$ cat src/rtl/pipelined_execute_writeback_if.sv
// Instruction-issue, writeback-observation and debug-read signals of the
// two-stage execute/writeback unit.
interface pipelined_execute_writeback_if #(
  parameter int DATA_W     = 8,
  parameter int REG_ADDR_W = 3
);
  logic                  stall;
  logic                  in_valid;
  logic                  in_ready;
  logic [2:0]            opcode;
  logic [REG_ADDR_W-1:0] rs_addr;
  logic [REG_ADDR_W-1:0] rt_addr;
  logic [REG_ADDR_W-1:0] rd_addr;
  logic [DATA_W-1:0]     imm_data;
  logic                  wb_valid;
  logic [REG_ADDR_W-1:0] wb_addr;
  logic [DATA_W-1:0]     wb_data;
  logic                  carry;
  logic [REG_ADDR_W-1:0] dbg_addr;
  logic [DATA_W-1:0]     dbg_data;

  modport master (
    output stall, in_valid, opcode, rs_addr, rt_addr, rd_addr, imm_data, dbg_addr,
    input  in_ready, wb_valid, wb_addr, wb_data, carry, dbg_data
  );

  modport slave (
    input  stall, in_valid, opcode, rs_addr, rt_addr, rd_addr, imm_data, dbg_addr,
    output in_ready, wb_valid, wb_addr, wb_data, carry, dbg_data
  );
endinterface

$ cat src/rtl/pipelined_execute_writeback.sv
// Two-stage execute/writeback unit: register file, eight-op ALU, registered
// EX/WB stage with WB-to-EX forwarding, and a downstream stall that freezes it.
module pipelined_execute_writeback #(
  parameter int DATA_W     = 8,
  parameter int REG_ADDR_W = 3
) (
  input logic clk,
  input logic reset,
  pipelined_execute_writeback_if.slave bus
);
  localparam int NREG = 2 ** REG_ADDR_W;

  localparam logic [2:0] OP_LI   = 3'd0;
  localparam logic [2:0] OP_ADDI = 3'd1;
  localparam logic [2:0] OP_ADD  = 3'd2;
  localparam logic [2:0] OP_SUB  = 3'd3;
  localparam logic [2:0] OP_AND  = 3'd4;
  localparam logic [2:0] OP_OR   = 3'd5;
  localparam logic [2:0] OP_XOR  = 3'd6;
  localparam logic [2:0] OP_NOP  = 3'd7;

  // Returns {carry, result}; the top bit is the carry-out or borrow.
  function automatic logic [DATA_W:0] alu(
    input logic [2:0]        op,
    input logic [DATA_W-1:0] a,
    input logic [DATA_W-1:0] b,
    input logic [DATA_W-1:0] imm
  );
    logic [DATA_W:0] r;
    case (op)
      OP_LI:   r = {1'b0, imm};
      OP_ADDI: r = {1'b0, a} + {1'b0, imm};
      OP_ADD:  r = {1'b0, a} + {1'b0, b};
      OP_SUB:  r = {(a < b), a - b};
      OP_AND:  r = {1'b0, a & b};
      OP_OR:   r = {1'b0, a | b};
      OP_XOR:  r = {1'b0, a ^ b};
      default: r = '0;
    endcase
    return r;
  endfunction

  logic [DATA_W-1:0]     regs [NREG];
  logic                  vld_p1;
  logic [REG_ADDR_W-1:0] addr_p1;
  logic [DATA_W-1:0]     data_p1;
  logic                  carry_p1;

  logic                  accept_p0;
  logic                  writes_p0;
  logic [DATA_W-1:0]     op_a_p0;
  logic [DATA_W-1:0]     op_b_p0;
  logic [DATA_W:0]       alu_p0;

  assign bus.in_ready = ~bus.stall;
  assign accept_p0    = bus.in_valid & ~bus.stall;
  assign writes_p0    = accept_p0 && (bus.opcode != OP_NOP) && (bus.rd_addr != '0);

  // Stage 0 (EX): operand fetch with r0 forced to zero and forwarding from EX/WB.
  always_comb begin
    op_a_p0 = '0;
    op_b_p0 = '0;
    if (bus.rs_addr != '0)
      op_a_p0 = (vld_p1 && addr_p1 == bus.rs_addr) ? data_p1 : regs[bus.rs_addr];
    if (bus.rt_addr != '0)
      op_b_p0 = (vld_p1 && addr_p1 == bus.rt_addr) ? data_p1 : regs[bus.rt_addr];
  end

  assign alu_p0 = alu(bus.opcode, op_a_p0, op_b_p0, bus.imm_data);

  // Stage 1 (EX/WB): loads every unstalled edge; a bubble carries vld_p1=0.
  always_ff @(posedge clk or posedge reset) begin
    if (reset) begin
      vld_p1   <= 1'b0;
      addr_p1  <= '0;
      data_p1  <= '0;
      carry_p1 <= 1'b0;
    end else if (!bus.stall) begin
      vld_p1   <= writes_p0;
      addr_p1  <= bus.rd_addr;
      data_p1  <= alu_p0[DATA_W-1:0];
      carry_p1 <= alu_p0[DATA_W];
    end
  end

  // Writeback: a held EX/WB entry commits once, on the first unstalled edge.
  always_ff @(posedge clk or posedge reset) begin
    if (reset) begin
      for (int i = 0; i < NREG; i++) regs[i] <= '0;
    end else if (!bus.stall && vld_p1) begin
      regs[addr_p1] <= data_p1;
    end
  end

  assign bus.wb_valid = vld_p1;
  assign bus.wb_addr  = addr_p1;
  assign bus.wb_data  = data_p1;
  assign bus.carry    = carry_p1;
  assign bus.dbg_data = regs[bus.dbg_addr];
endmodule

$ cat src/flat_wrapper.sv
// flat-port wrapper written by rule: the top's interface ports become plain ports
module pipelined_execute_writeback_flat 
#(
  parameter int DATA_W     = 8,
  parameter int REG_ADDR_W = 3
)
  (clk, reset, bus_stall, bus_in_valid, bus_opcode, bus_rs_addr, bus_rt_addr, bus_rd_addr, bus_imm_data, bus_dbg_addr, bus_in_ready, bus_wb_valid, bus_wb_addr, bus_wb_data, bus_carry, bus_dbg_data);
  pipelined_execute_writeback_if #(.DATA_W(DATA_W), .REG_ADDR_W(REG_ADDR_W)) bus_i ();
  input logic clk;
  input logic reset;
  input wire logic [$bits(bus_i.stall)-1:0] bus_stall;
  input wire logic [$bits(bus_i.in_valid)-1:0] bus_in_valid;
  input wire logic [$bits(bus_i.opcode)-1:0] bus_opcode;
  input wire logic [$bits(bus_i.rs_addr)-1:0] bus_rs_addr;
  input wire logic [$bits(bus_i.rt_addr)-1:0] bus_rt_addr;
  input wire logic [$bits(bus_i.rd_addr)-1:0] bus_rd_addr;
  input wire logic [$bits(bus_i.imm_data)-1:0] bus_imm_data;
  input wire logic [$bits(bus_i.dbg_addr)-1:0] bus_dbg_addr;
  output wire logic [$bits(bus_i.in_ready)-1:0] bus_in_ready;
  output wire logic [$bits(bus_i.wb_valid)-1:0] bus_wb_valid;
  output wire logic [$bits(bus_i.wb_addr)-1:0] bus_wb_addr;
  output wire logic [$bits(bus_i.wb_data)-1:0] bus_wb_data;
  output wire logic [$bits(bus_i.carry)-1:0] bus_carry;
  output wire logic [$bits(bus_i.dbg_data)-1:0] bus_dbg_data;
  assign bus_i.stall = bus_stall;
  assign bus_i.in_valid = bus_in_valid;
  assign bus_i.opcode = bus_opcode;
  assign bus_i.rs_addr = bus_rs_addr;
  assign bus_i.rt_addr = bus_rt_addr;
  assign bus_i.rd_addr = bus_rd_addr;
  assign bus_i.imm_data = bus_imm_data;
  assign bus_i.dbg_addr = bus_dbg_addr;
  assign bus_in_ready = bus_i.in_ready;
  assign bus_wb_valid = bus_i.wb_valid;
  assign bus_wb_addr = bus_i.wb_addr;
  assign bus_wb_data = bus_i.wb_data;
  assign bus_carry = bus_i.carry;
  assign bus_dbg_data = bus_i.dbg_data;
  pipelined_execute_writeback #(.DATA_W(DATA_W), .REG_ADDR_W(REG_ADDR_W)) u_core (.clk(clk), .reset(reset), .bus(bus_i));
endmodule
$ cat config.mk
export PLATFORM = sky130hd
export DESIGN_NAME = pipelined_execute_writeback_flat
export DESIGN_NICKNAME = d
export VERILOG_FILES = /design/src/rtl/pipelined_execute_writeback_if.sv /design/src/rtl/pipelined_execute_writeback.sv /design/src/flat_wrapper.sv
export SDC_FILE = /design/constraint.sdc
export NUM_CORES = 1
export LEC_CHECK = 0
export CAP_MARGIN = 20
export CORE_MARGIN = 3
export CORE_UTILIZATION = 45
export CTS_CLUSTER_SIZE = 8
export DETAILED_ROUTE_END_ITERATION = 16
export MAX_ROUTING_LAYER = met4
export PLACE_DENSITY = 0.7
export RECOVER_POWER = 50
export SLEW_MARGIN = 15
export SYNTH_ARGS = -nofsm -noshare
export SYNTH_HDL_FRONTEND = slang
export SYNTH_SLANG_ARGS = --single-unit
export TNS_END_PERCENT = 5
$ cat constraint.sdc
create_clock -name clk -period 5.05 [get_ports clk]
set_clock_uncertainty 0.05 [all_clocks]
set_input_delay 0.505 -clock clk [delete_from_list [all_inputs] [get_ports clk]]
set_output_delay 0.505 -clock clk [all_outputs]
set_load 0.05 [all_outputs]
==> results of run 1 <==
-- flip-flops by register name, indices dropped and copies added, names as in the netlist --
| signal | count |
|---|---|
| u_core.bus.carry | 1 |
| u_core.bus.wb_addr | 3 |
| u_core.bus.wb_data | 8 |
| u_core.bus.wb_valid | 1 |
| u_core.regs | 64 |
-- how the worst min path moves through the flow --
stage / startpoint / end / slack (ns)
2_1_floorplan: u_core.regs[29] / u_core.regs[29] / 0.42
3_3_place_gp: u_core.regs[29] / u_core.regs[29] / 0.45
3_5_place_dp: u_core.regs[29] / u_core.regs[29] / 0.47
4_1_cts: u_core.regs[29] / u_core.regs[29] / 0.48
5_1_grt: u_core.regs[20] / u_core.regs[20] / 0.52
6_report: u_core.regs[29] / u_core.regs[29] / 0.48
-- critical path, cell delays in order --
cell             delay (ns)
clkdlybuf4s50_1        0.97
mux4_2                 0.59
mux2i_1                0.15
nand2_1                0.09
o211ai_2               0.13
inv_2                  0.09
ha_1                   0.21
fa_1                   0.43
nor2b_1                0.17
nor3_1                 0.08
o21bai_1               0.18
a21oi_1                0.12
o311ai_0               0.34
o2111ai_1              0.17
-- stage by stage --
stage / hold slack [ns] / total power [mW] / cell area (um^2)
2_1_floorplan: 0.4236 / 2.388 / 6228
3_3_place_gp: 0.4486 / 2.776 / 6810
3_5_place_dp: 0.4652 / 2.830 / 6810
4_1_cts: 0.4784 / 3.467 / 7094
5_1_grt: 0.5180 / 3.695 / 7091
6_report: 0.4822 / 3.464 / 7091
-- cell usage in the layout (no fill, tap or decap), types with 4 or more instances in the layout --
cell type / count
clkbuf_16: 9
xor2_1: 4
o211ai_2: 9
nor3_1: 6
nand2_1: 45
or3_1: 4
o22ai_1: 6
a21oi_1: 16
dlygate4sd3_1: 9
clkdlybuf4s50_1: 39
buf_4: 16
a22oi_1: 6
mux4_2: 33
inv_1: 24
mux2_2: 71
a31oi_1: 6
o21ai_0: 21
o211a_1: 7
mux4_1: 15
nor2_1: 17
mux2i_1: 20
o21ai_2: 5
xnor2_1: 10
dfrtp_1: 77
ha_1: 33
-- layer usage --
layer | vias to the layer above | global-route usage
met4 | 0 | 0.05952
met3 | 28 | 0.04541
met2 | 177 | 0.3471
met5 | - | -
li1 | 2065 | -
met1 | 2335 | 0.3018
-- layout make-up --
cell class	count	area [um^2]
flip-flops and latches	77	1927
well taps	176	220.2
clock buffers	11	252.7
clock inverters	4	31.28
fillers	1116	6310
repair buffers	65	604.3
inverters	27	101.3
multi-input cells	382	3954
-- power breakdown --
| part | internal [mW] | leakage (nW) | switching, mW |
|---|---|---|---|
| combinational | 0.856 | 2.14 | 0.872 |
| clock | 0.360 | 0.142 | 0.261 |
| sequential | 0.834 | 1.01 | 0.282 |
-- kinds of logic (layout without fill, tap and decap cells) --
logic type,Yosys count,count (layout)
mux,139,139
compound gates,99,99
simple gates,93,93
buf+inv,67,107
fa+ha+maj,35,35
flops,77,77
xor+xnor,16,16
==> metrics.md, run 1 <==
| Metric | Value |
|---|---|
| Synth Area in Compound Gates | 0.1153 |
| Adder-Cell Fraction of Synth Area | 0.07272 |
| Setup tns final | 0 ns |
| Largest net degree at the start of global routing | 42 |
| Syn_area_per_cell | 11.84 um^2 |
| Reg2Reg Depth | 12 |
| Starting Density | 0.4648 |
| Largest family of logic cells by synthesized area | multiplexers |
| Max Cap Viol | 2 |
| Gpl congestion | 1.018 |
| Layout cells sized above 1 | 0.2915 |
| CTS max path bufs | 2 |
| Wire per inst | 20.95 um |
| Hold/Removal Path Class | reg -> reg |
| CP required | 5.18 ns |
| Core Util, Final | 0.5291 |
| Slew HR | -0.2725 |
| Hold Crit Depth | 2 |
| Setup Viol. Count Final | 0 |
| Chip width | 123.7 um |
| Netlist cell types | 60 |
| CTS sink cnt | 77 |
| Met2 wire length | 7.501 mm |
| Synth top area share | 0.3094 |
| DP Wirelength | 11.19 mm |
| Largest area contributor in the netlist | dfrtp_1 |
| Most common cell in the netlist | dfrtp_1 |
| # rows | 42 |
| R2R Path Start | u_core.bus.wb_addr[0] |
| Ys async rst share | 1.000 |
| R2R setup slack | 1.52 ns |
| DRT met1 WL | 6.800 mm |
| Post-synthesis simple-gate area fraction | 0.07875 |
| Final Hold Fails | 0 |
| Cell Count, Final, Fillers Out | 742 |
| Initial DRC count | 577 |
| Largest cells by area after synthesis | dfrtp_1 (31%), mux2_2 (13%), mux4_2 (12%) |
| H-Tree Depth | 3 |
| IO Pins | 49 |
| VDD IR-drop max | 0.3536 mV |
| Total congestion overflow | 0 |
| CP startpoint | bus_rt_addr[0] |
| Via/cell ratio | 6.206 |
| Crit Path Max Fanout | 11 |
| Nets@finish | 624 |
| Yosys reg bits | 77 |
| End of the critical path | u_core.bus.carry |
| Post-Syn Area | 6228 um^2 |
| Die Ht | 123.7 um |
| Total GRT Usage | 0.2233 |
| Status | finished, violations left |
| Setup CP Type | in -> reg |
| Drt drc | 0 |
| Fin worst setup slack | 0.9487 ns |
| Port Buffers | 48 |
| Synth Area in XOR/XNOR | 0.02491 |
| Initial antenna violation count | 0 |
| Setup Buffers After CTS | 0 |
| Critical path launch point type | input port |
| Max Used Layer | met4 |
| Synthesized instance count | 526 |
| ANT cells | 0 |
| Post-synth EDFFs | 0 |
| Leak Pwr | 3.298 nW |
| Routed vias | 4,605 |
| Area Growth Syn to Fin | 13.84% |
| Post_cts resized | 0 |
| CORE AREA | 13,400 um^2 |
| Pre-CTS setup slack | 0.6829 ns |
| Synthesized net count | 588 |
| Synth warn | 0 |
| Highest achievable clock rate | 243.8 MHz |
| Hold buffer count at cts | 0 |
| Primary FF master, synth | dfrtp_1 |
| Failing checks | max-capacitance violations, max-slew violations |
| Nature of the critical path endpoint | flop |
| Unrepaired setup endpoints after global routing | no |
| Multiplexer share of the synthesized area | 0.3431 |
| Drt total wl | 15.55 mm |
| Final worst path period share | 0.8121 |
| Cell Pwr Density | 488.6 nW/um^2 |
| ANT nets after route | 0 |
| Max Slew Vio Count | 80 |
| Top cells by count, synth | dfrtp_1 (77), mux2_2 (71), nand2_1 (45) |
| TritonCTS clock tree | built |
| Global-route wire length before repair | 25.36 mm |
| TritonRoute pass-1 iters | 5 |
| Reg clk slew, reported paths | 0.06 ns |
| Worst Tran Pin Value | 1.909 ns |
| Tmin final | 4.101 ns |
| Num CTS Buffers | 9 |
| Crit path DAT | 4.23 ns |
| Worst-skew pair later-pin latency | 0.35 ns |
| Metal3 WL | 988 um |
| Die area | 15,290 um^2 |
| Register area share after synthesis | 0.3094 |
| Cells after DPL | 727 |
| Vias in the first global route | 4,621 |
| Reg-to-reg critical path endpoint | u_core.bus.carry |
| Clock root buffer | clkbuf_16 |
(Power assumes the default switching activity.)
==> inputs of run 2 (changes only) <==
--- a/config.mk
+++ b/config.mk
@@ -11,7 +11,7 @@
 export CTS_CLUSTER_SIZE = 8
 export DETAILED_ROUTE_END_ITERATION = 16
 export MAX_ROUTING_LAYER = met4
-export PLACE_DENSITY = 0.7
+export PLACE_DENSITY = 0.73
 export RECOVER_POWER = 50
 export SLEW_MARGIN = 15
 export SYNTH_ARGS = -nofsm -noshare
==> constraint.sdc (replaced) <==
create_clock -name clk -period 3.45 [get_ports clk]
set_clock_uncertainty 0.05 [all_clocks]
set_input_delay 0.345 -clock clk [delete_from_list [all_inputs] [get_ports clk]]
set_output_delay 0.345 -clock clk [all_outputs]
set_load 0.05 [all_outputs]
==> run 2 against run 1 <==
  * The run still ends with max-capacitance violations, max-slew violations left
  * Clock power increased by 56%
  * Sequential cell count unchanged
  * Sequential power increased by 47%
  * Register-to-register slack got worse by 1.3 ns
  * Critical endpoint unchanged
  * Critical path depth unchanged
  * Final area increased by 6.1%
  * Total power increased by 59%
  * Cell count increased by 8.2%
  * Sequential share of layout area decreased by 1.6 points
==> metrics.md, run 2 (synthesis results as in run 1) <==
| Metric | Value |
|---|---|
| Status | finished, violations left |
| Failing checks | max-capacitance violations, max-slew violations |
| Total congestion overflow | 0 |
| Initial DRC count | 448 |
| Max Slew Vio Count | 78 |
| Hold Crit Depth | 2 |
| Highest achievable clock rate | 313.8 MHz |
| P_sw | 2.200 mW |
| Most Frequent Cell on Critical Path | a21oi_1 |
| Cell Pwr Density | 733.3 nW/um^2 |
| Hold/Removal Path Class | reg -> reg |
| FF/Latch Area | 1927 um^2 |
| Port Buffers | 48 |
| ANT cells | 0 |
| Setup CP Type | in -> reg |
| Die area | 15,290 um^2 |
| Gpl congestion | 0.9531 |
| Area Growth Syn to Fin | 20.83% |
| Gate power share | 0.526 |
| # rows | 42 |
| Max Used Layer | met4 |
| Largest net degree at the start of global routing | 78 |
| CP required | 3.59 ns |
| Pre-CTS setup slack | -0.3738 ns |
| DRT met1 WL | 7.453 mm |
| Crit Path Max Fanout | 6 |
| Tmin final | 3.187 ns |
| Total power | 5.519 mW |
| Setup Viol. Count Final | 0 |
| # fillers | 1,122 |
| Max incr delay on CP | 0.46 ns |
| Global-route wire length before repair | 27.46 mm |
| Slowest CP cell | clkdlybuf4s50_1 |
| Sequential power share | 0.298 |
| Pint | 3.319 mW |
| H-Tree Depth | 3 |
| DP Wirelength | 12.78 mm |
| ANT nets after route | 0 |
| Post_cts resized | 0 |
| Wire per inst | 21.49 um |
| Via/cell ratio | 5.950 |
| Fin worst setup slack | 0.2630 ns |
| Routed vias | 4,778 |
| Metal3 WL | 1.074 mm |
| Final worst path period share | 0.9238 |
| Met2 wire length | 8.311 mm |
| Worst Tran Pin Value | 1.939 ns |
| VDD IR-drop max | 0.4317 mV |
| Most frequent cells in the layout | buf_4 (80), dfrtp_1 (77), mux2_2 (71), nand2_1 (45), clkdlybuf4s50_1 (35) |
| Starting Density | 0.4648 |
| Die Ht | 123.7 um |
| Critical-path cell list | clkdlybuf4s50_1 -> buf_4 -> mux4_1 -> mux2i_1 -> nand2_1 -> o211a_1 -> ha_1 -> fa_1 -> a21oi_1 -> o21ai_0 -> a21oi_1 -> nor2b_1 -> o211ai_1 -> o2111ai_1 |
| Nature of the critical path endpoint | flop |
| Max Cap Viol | 1 |
| Net Sw Frac | 0.3986 |
| Reg2Reg Depth | 12 |
| Num CTS Buffers | 9 |
| CORE AREA | 13,400 um^2 |
| Clock power share | 0.176 |
| IO Pins | 49 |
| Leak Pwr | 3.596 nW |
| CTS max path bufs | 2 |
| TritonRoute pass-1 iters | 5 |
| Initial antenna violation count | 0 |
| Clock root buffer | clkbuf_16 |
| Total GRT Usage | 0.2466 |
| Drt total wl | 17.26 mm |
| Setup Buffers After CTS | 0 |
| Slew HR | -0.2926 |
| Hold buffer count at cts | 0 |
| Final Hold Fails | 0 |
| Unrepaired setup endpoints after global routing | no |
| Drt drc | 0 |
| Layout cells sized above 1 | 0.3684 |
| Critical path launch point type | input port |
| Nets@finish | 684 |
| Worst-skew pair later-pin latency | 0.35 ns |
| Area of the multi-input gates | 3935 um^2 |
| TritonCTS clock tree | built |
| Chip width | 123.7 um |
| CTS sink cnt | 77 |
| Max reg flops | 64 |
| R2R setup slack | 0.27 ns |
| Crit path DAT | 3.32 ns |
| Reg with most FFs | u_core.regs |
| Most common cell after layout, fill and taps aside | buf_4 |
| Vias in the first global route | 4,879 |
| Reg clk slew, reported paths | 0.07 ns |
run 2: final cells by class:
type / count / area share
Sequential cell: 77 / 0.2560
Tap cell: 176 / 0.02926
Clock buffer: 9 / 0.02993
Clock inverter: 7 / 0.009809
Multi-Input combinational cell: 382 / 0.5229
Timing Repair Buffer: 125 / 0.1387
Inverter: 27 / 0.01347
run 2: power groups by stage:
stage / Clock (mW) / Combinational [mW] / Sequential [mW]
final: 0.969 / 2.90 / 1.65
after global routing: 1.02 / 3.17 / 1.69
after CTS: 0.980 / 2.91 / 1.63
after detailed placement: 0 / 2.90 / 1.64
after global placement: 0 / 2.85 / 1.60
after floorplan: 0 / 1.93 / 1.57
run 2: worst paths after layout:
path                            startpoint               endpoint
setup / recovery            bus_rs_addr[1]       u_core.bus.carry
hold / removal             u_core.regs[29]        u_core.regs[29]
setup reg to reg           u_core.regs[16]       u_core.bus.carry
hold reg to reg            u_core.regs[29]        u_core.regs[29]
max in group asynchronous            reset  u_core.bus.wb_data[4]
min in group asynchronous            reset        u_core.regs[29]
run 2: metal layers:
layer	up-vias	GRT usage
li1	2183	-
met1	2361	0.3234
met2	194	0.3934
met3	40	0.03860
met4	0	0.08512
met5	-	-
run 2: metrics by stage:
stage / instances / hold slack, ns / instance area [um^2] / utilization / setup TNS [ns]
2_1_floorplan: 526 / 0.4236 / 6228 / - / 0
4_1_cts: 803 / 0.3854 / 7552 / 0.5636 / 0
5_1_grt: 803 / 0.5286 / 7526 / 0.5616 / 0
6_report: 803 / 0.4804 / 7526 / 0.5616 / 0
3_3_place_gp: 787 / 0.4468 / 7253 / 0.5413 / -1.187
3_5_place_dp: 787 / 0.4636 / 7253 / 0.5413 / -1.744
run 2: worst max-delay path, delay by kind of cell:
family | cells | cell delay, ns
AOI/OAI and AO/OA | 6 | 1.01
buffers and inverters | 2 | 0.63
adders and majority gates | 2 | 0.66
and+or+nand+nor | 2 | 0.16
muxes | 2 | 0.50
==> inputs of run 3 (changes only) <==
--- a/config.mk
+++ b/config.mk
@@ -10,8 +10,9 @@
 export CORE_UTILIZATION = 45
 export CTS_CLUSTER_SIZE = 8
 export DETAILED_ROUTE_END_ITERATION = 16
+export DONT_BUFFER_PORTS = 1
 export MAX_ROUTING_LAYER = met4
-export PLACE_DENSITY = 0.73
+export PLACE_DENSITY = 0.68
 export RECOVER_POWER = 50
 export SLEW_MARGIN = 15
 export SYNTH_ARGS = -nofsm -noshare
==> run 3 against run 2 <==
  * Critical path depth down 2
  * Register-to-register slack better by 0.04 ns
  * The flow now finishes without violations
  * Worst setup slack better by 0.043 ns
  * First-iteration DRC count down 10%
  * Combinational power shrank 18%
  * Via count is 6.7% lower
==> metrics.md, run 3 (synthesis results as in run 1) <==
| Metric | Value |
|---|---|
| Status | finished clean |
| Crit path DAT | 3.31 ns |
| CORE AREA | 13,400 um^2 |
| Most frequent cells in the layout | dfrtp_1 (77), mux2_2 (71), nand2_1 (45), mux4_2 (33), ha_1 (33) |
| Num CTS Buffers | 9 |
| IO Pins | 49 |
| Setup tns final | 0 ns |
| Largest net degree at the start of global routing | 54 |
| Clock root buffer | clkbuf_16 |
| Tmin final | 3.144 ns |
| Placed inst area | 6330 um^2 |
| H-Tree Depth | 3 |
| Port Buffers | 0 |
| CP required | 3.61 ns |
| Global-route wire length before repair | 25.81 mm |
| TritonRoute pass-1 iters | 7 |
| Reg with most FFs | u_core.regs |
| Highest achievable clock rate | 318.1 MHz |
| Cell Pwr Density | 743.0 nW/um^2 |
| Via/cell ratio | 6.405 |
| Layout cells sized above 1 | 0.2962 |
| Wire per inst | 23.54 um |
| Area Growth Syn to Fin | 5.404% |
| Max Cap Viol | 0 |
| Worst-skew pair later-pin latency | 0.34 ns |
| Reg-to-reg critical path endpoint | u_core.bus.wb_data[6] |
| Crit Path Max Fanout | 4 |
| ANT cells | 0 |
| R2R Path Start | u_core.regs[16] |
| Fin area | 6565 um^2 |
| R2R setup slack | 0.31 ns |
| Drt total wl | 16.39 mm |
| Max Slew Vio Count | 0 |
| Drt drc | 0 |
| Max reg flops | 64 |
| Unrepaired setup endpoints after global routing | no |
| Leak Pwr | 3.056 nW |
| Slew HR | 0.1017 |
| Total congestion overflow | 0 |
| DP Wirelength | 11.62 mm |
| Routed vias | 4,458 |
| Die area | 15,290 um^2 |
| Setup Viol. Count Final | 0 |
| Hold slack | 0.07637 ns |
| Hold Crit Depth | 2 |
| CTS sink cnt | 77 |
| Initial DRC count | 403 |
| Setup CP Type | reg -> reg |
| Hold Path Sink | u_core.bus.wb_valid |
| Nets@finish | 577 |
| Vias in the first global route | 4,530 |
| Post_cts resized | 0 |
| Reg clk slew, reported paths | 0.06 ns |
| Beginning of the worst hold path | bus_stall |
| # rows | 42 |
| CTS max path bufs | 2 |
| Worst Tran Pin Value | 1.347 ns |
| ANT nets after route | 0 |
| Reg2Reg Depth | 12 |
| Final Hold Fails | 0 |
| Chip width | 123.7 um |
| Initial antenna violation count | 0 |
| Die Ht | 123.7 um |
| Hold/Removal Path Class | in -> reg |
| Final worst path period share | 0.9113 |
| # fillers | 1,163 |
| Critical path launch point type | flop |
| VDD IR-drop max | 0.3854 mV |
| Most common cell after layout, fill and taps aside | dfrtp_1 |
| Gpl congestion | 0.9273 |
| TritonCTS clock tree | built |
| Starting Density | 0.4648 |
| Nature of the critical path endpoint | flop |
| Total GRT Usage | 0.2314 |
[run 3: changes by cell type in the layout (fill, tap and decap cells not counted), moves of 2 or more]
cell,change
buf_6,-2
buf_4,-75
inv_6,+2
dlymetal6s2s_1,-3
inv_1,+2
clkdlybuf4s50_1,-35
clkbuf_1,+10
clkinv_4,-2
[run 3: power breakdown]
group          leakage [nW]  internal (mW)  switching [mW]
clock network         0.134          0.493           0.398
registers              1.01           1.22           0.395
logic                  1.91           1.12            1.26
total                  3.06           2.83            2.05
[run 3: critical path, stage by stage, from the launching register on]
cell     delay [ns]
dfrtp_1        0.40
mux4_1         0.52
mux2i_1        0.16
nand2_1        0.07
o211a_1        0.16
ha_1           0.24
fa_1           0.43
a21oi_1        0.25
o21ai_0        0.12
a21oi_1        0.24
xnor2_1        0.10
a21oi_1        0.15
o21ai_0        0.11
[run 3: per-stage QoR]
stage	power, mW	worst slack [ns]	cells	util
2_1_floorplan	3.495	0.08368	526	-
3_3_place_gp	3.890	0.3895	679	0.4724
3_5_place_dp	3.994	0.3109	679	0.4724
4_1_cts	4.893	0.3110	696	0.4935
5_1_grt	5.188	0.06150	696	0.4899
6_report	4.878	0.3059	696	0.4899
[run 3: worst max-delay path by stage]
| stage | from | end | slack [ns] | cells after the start |
|---|---|---|---|---|
| after floorplan | u_core.bus.wb_addr[1] | u_core.bus.carry | 0.08 | 14 |
| after global placement | bus_rs_addr[0] | u_core.bus.carry | 0.39 | 12 |
| after detailed placement | u_core.regs[16] | u_core.bus.carry | 0.31 | 12 |
| after CTS | u_core.regs[16] | u_core.bus.carry | 0.31 | 12 |
| after global routing | u_core.regs[16] | u_core.bus.wb_data[6] | 0.06 | 12 |
| final | u_core.regs[16] | u_core.bus.wb_data[6] | 0.31 | 12 |
[run 3: area by class of cell]
cell class | instances | area, um^2 | area share
well taps | 176 | 220.2 | 0.03354
clock buffers | 10 | 229.0 | 0.03488
clock inverters | 6 | 43.79 | 0.006670
multi-input cells | 382 | 3950 | 0.6017
inverters | 27 | 101.3 | 0.01544
flip-flops and latches | 77 | 1927 | 0.2935
repair buffers | 18 | 93.84 | 0.01429
[run 3: metal layers]
| metal | vias up | global-route usage | wire length [um] |
|---|---|---|---|
| met5 | - | - | 0 |
| met4 | 0 | 0.06644 | 345 |
| met3 | 24 | 0.05813 | 1356 |
| met2 | 217 | 0.3548 | 7746 |
| met1 | 2242 | 0.3074 | 6937 |
| li1 | 1975 | - | - |
[run 3: repair_timing]
action,in CTS,in global routing
buffers inserted,0,0
hold buffers,1,0
endpoints found under the setup margin,0,0
endpoints found under the hold margin,24,0
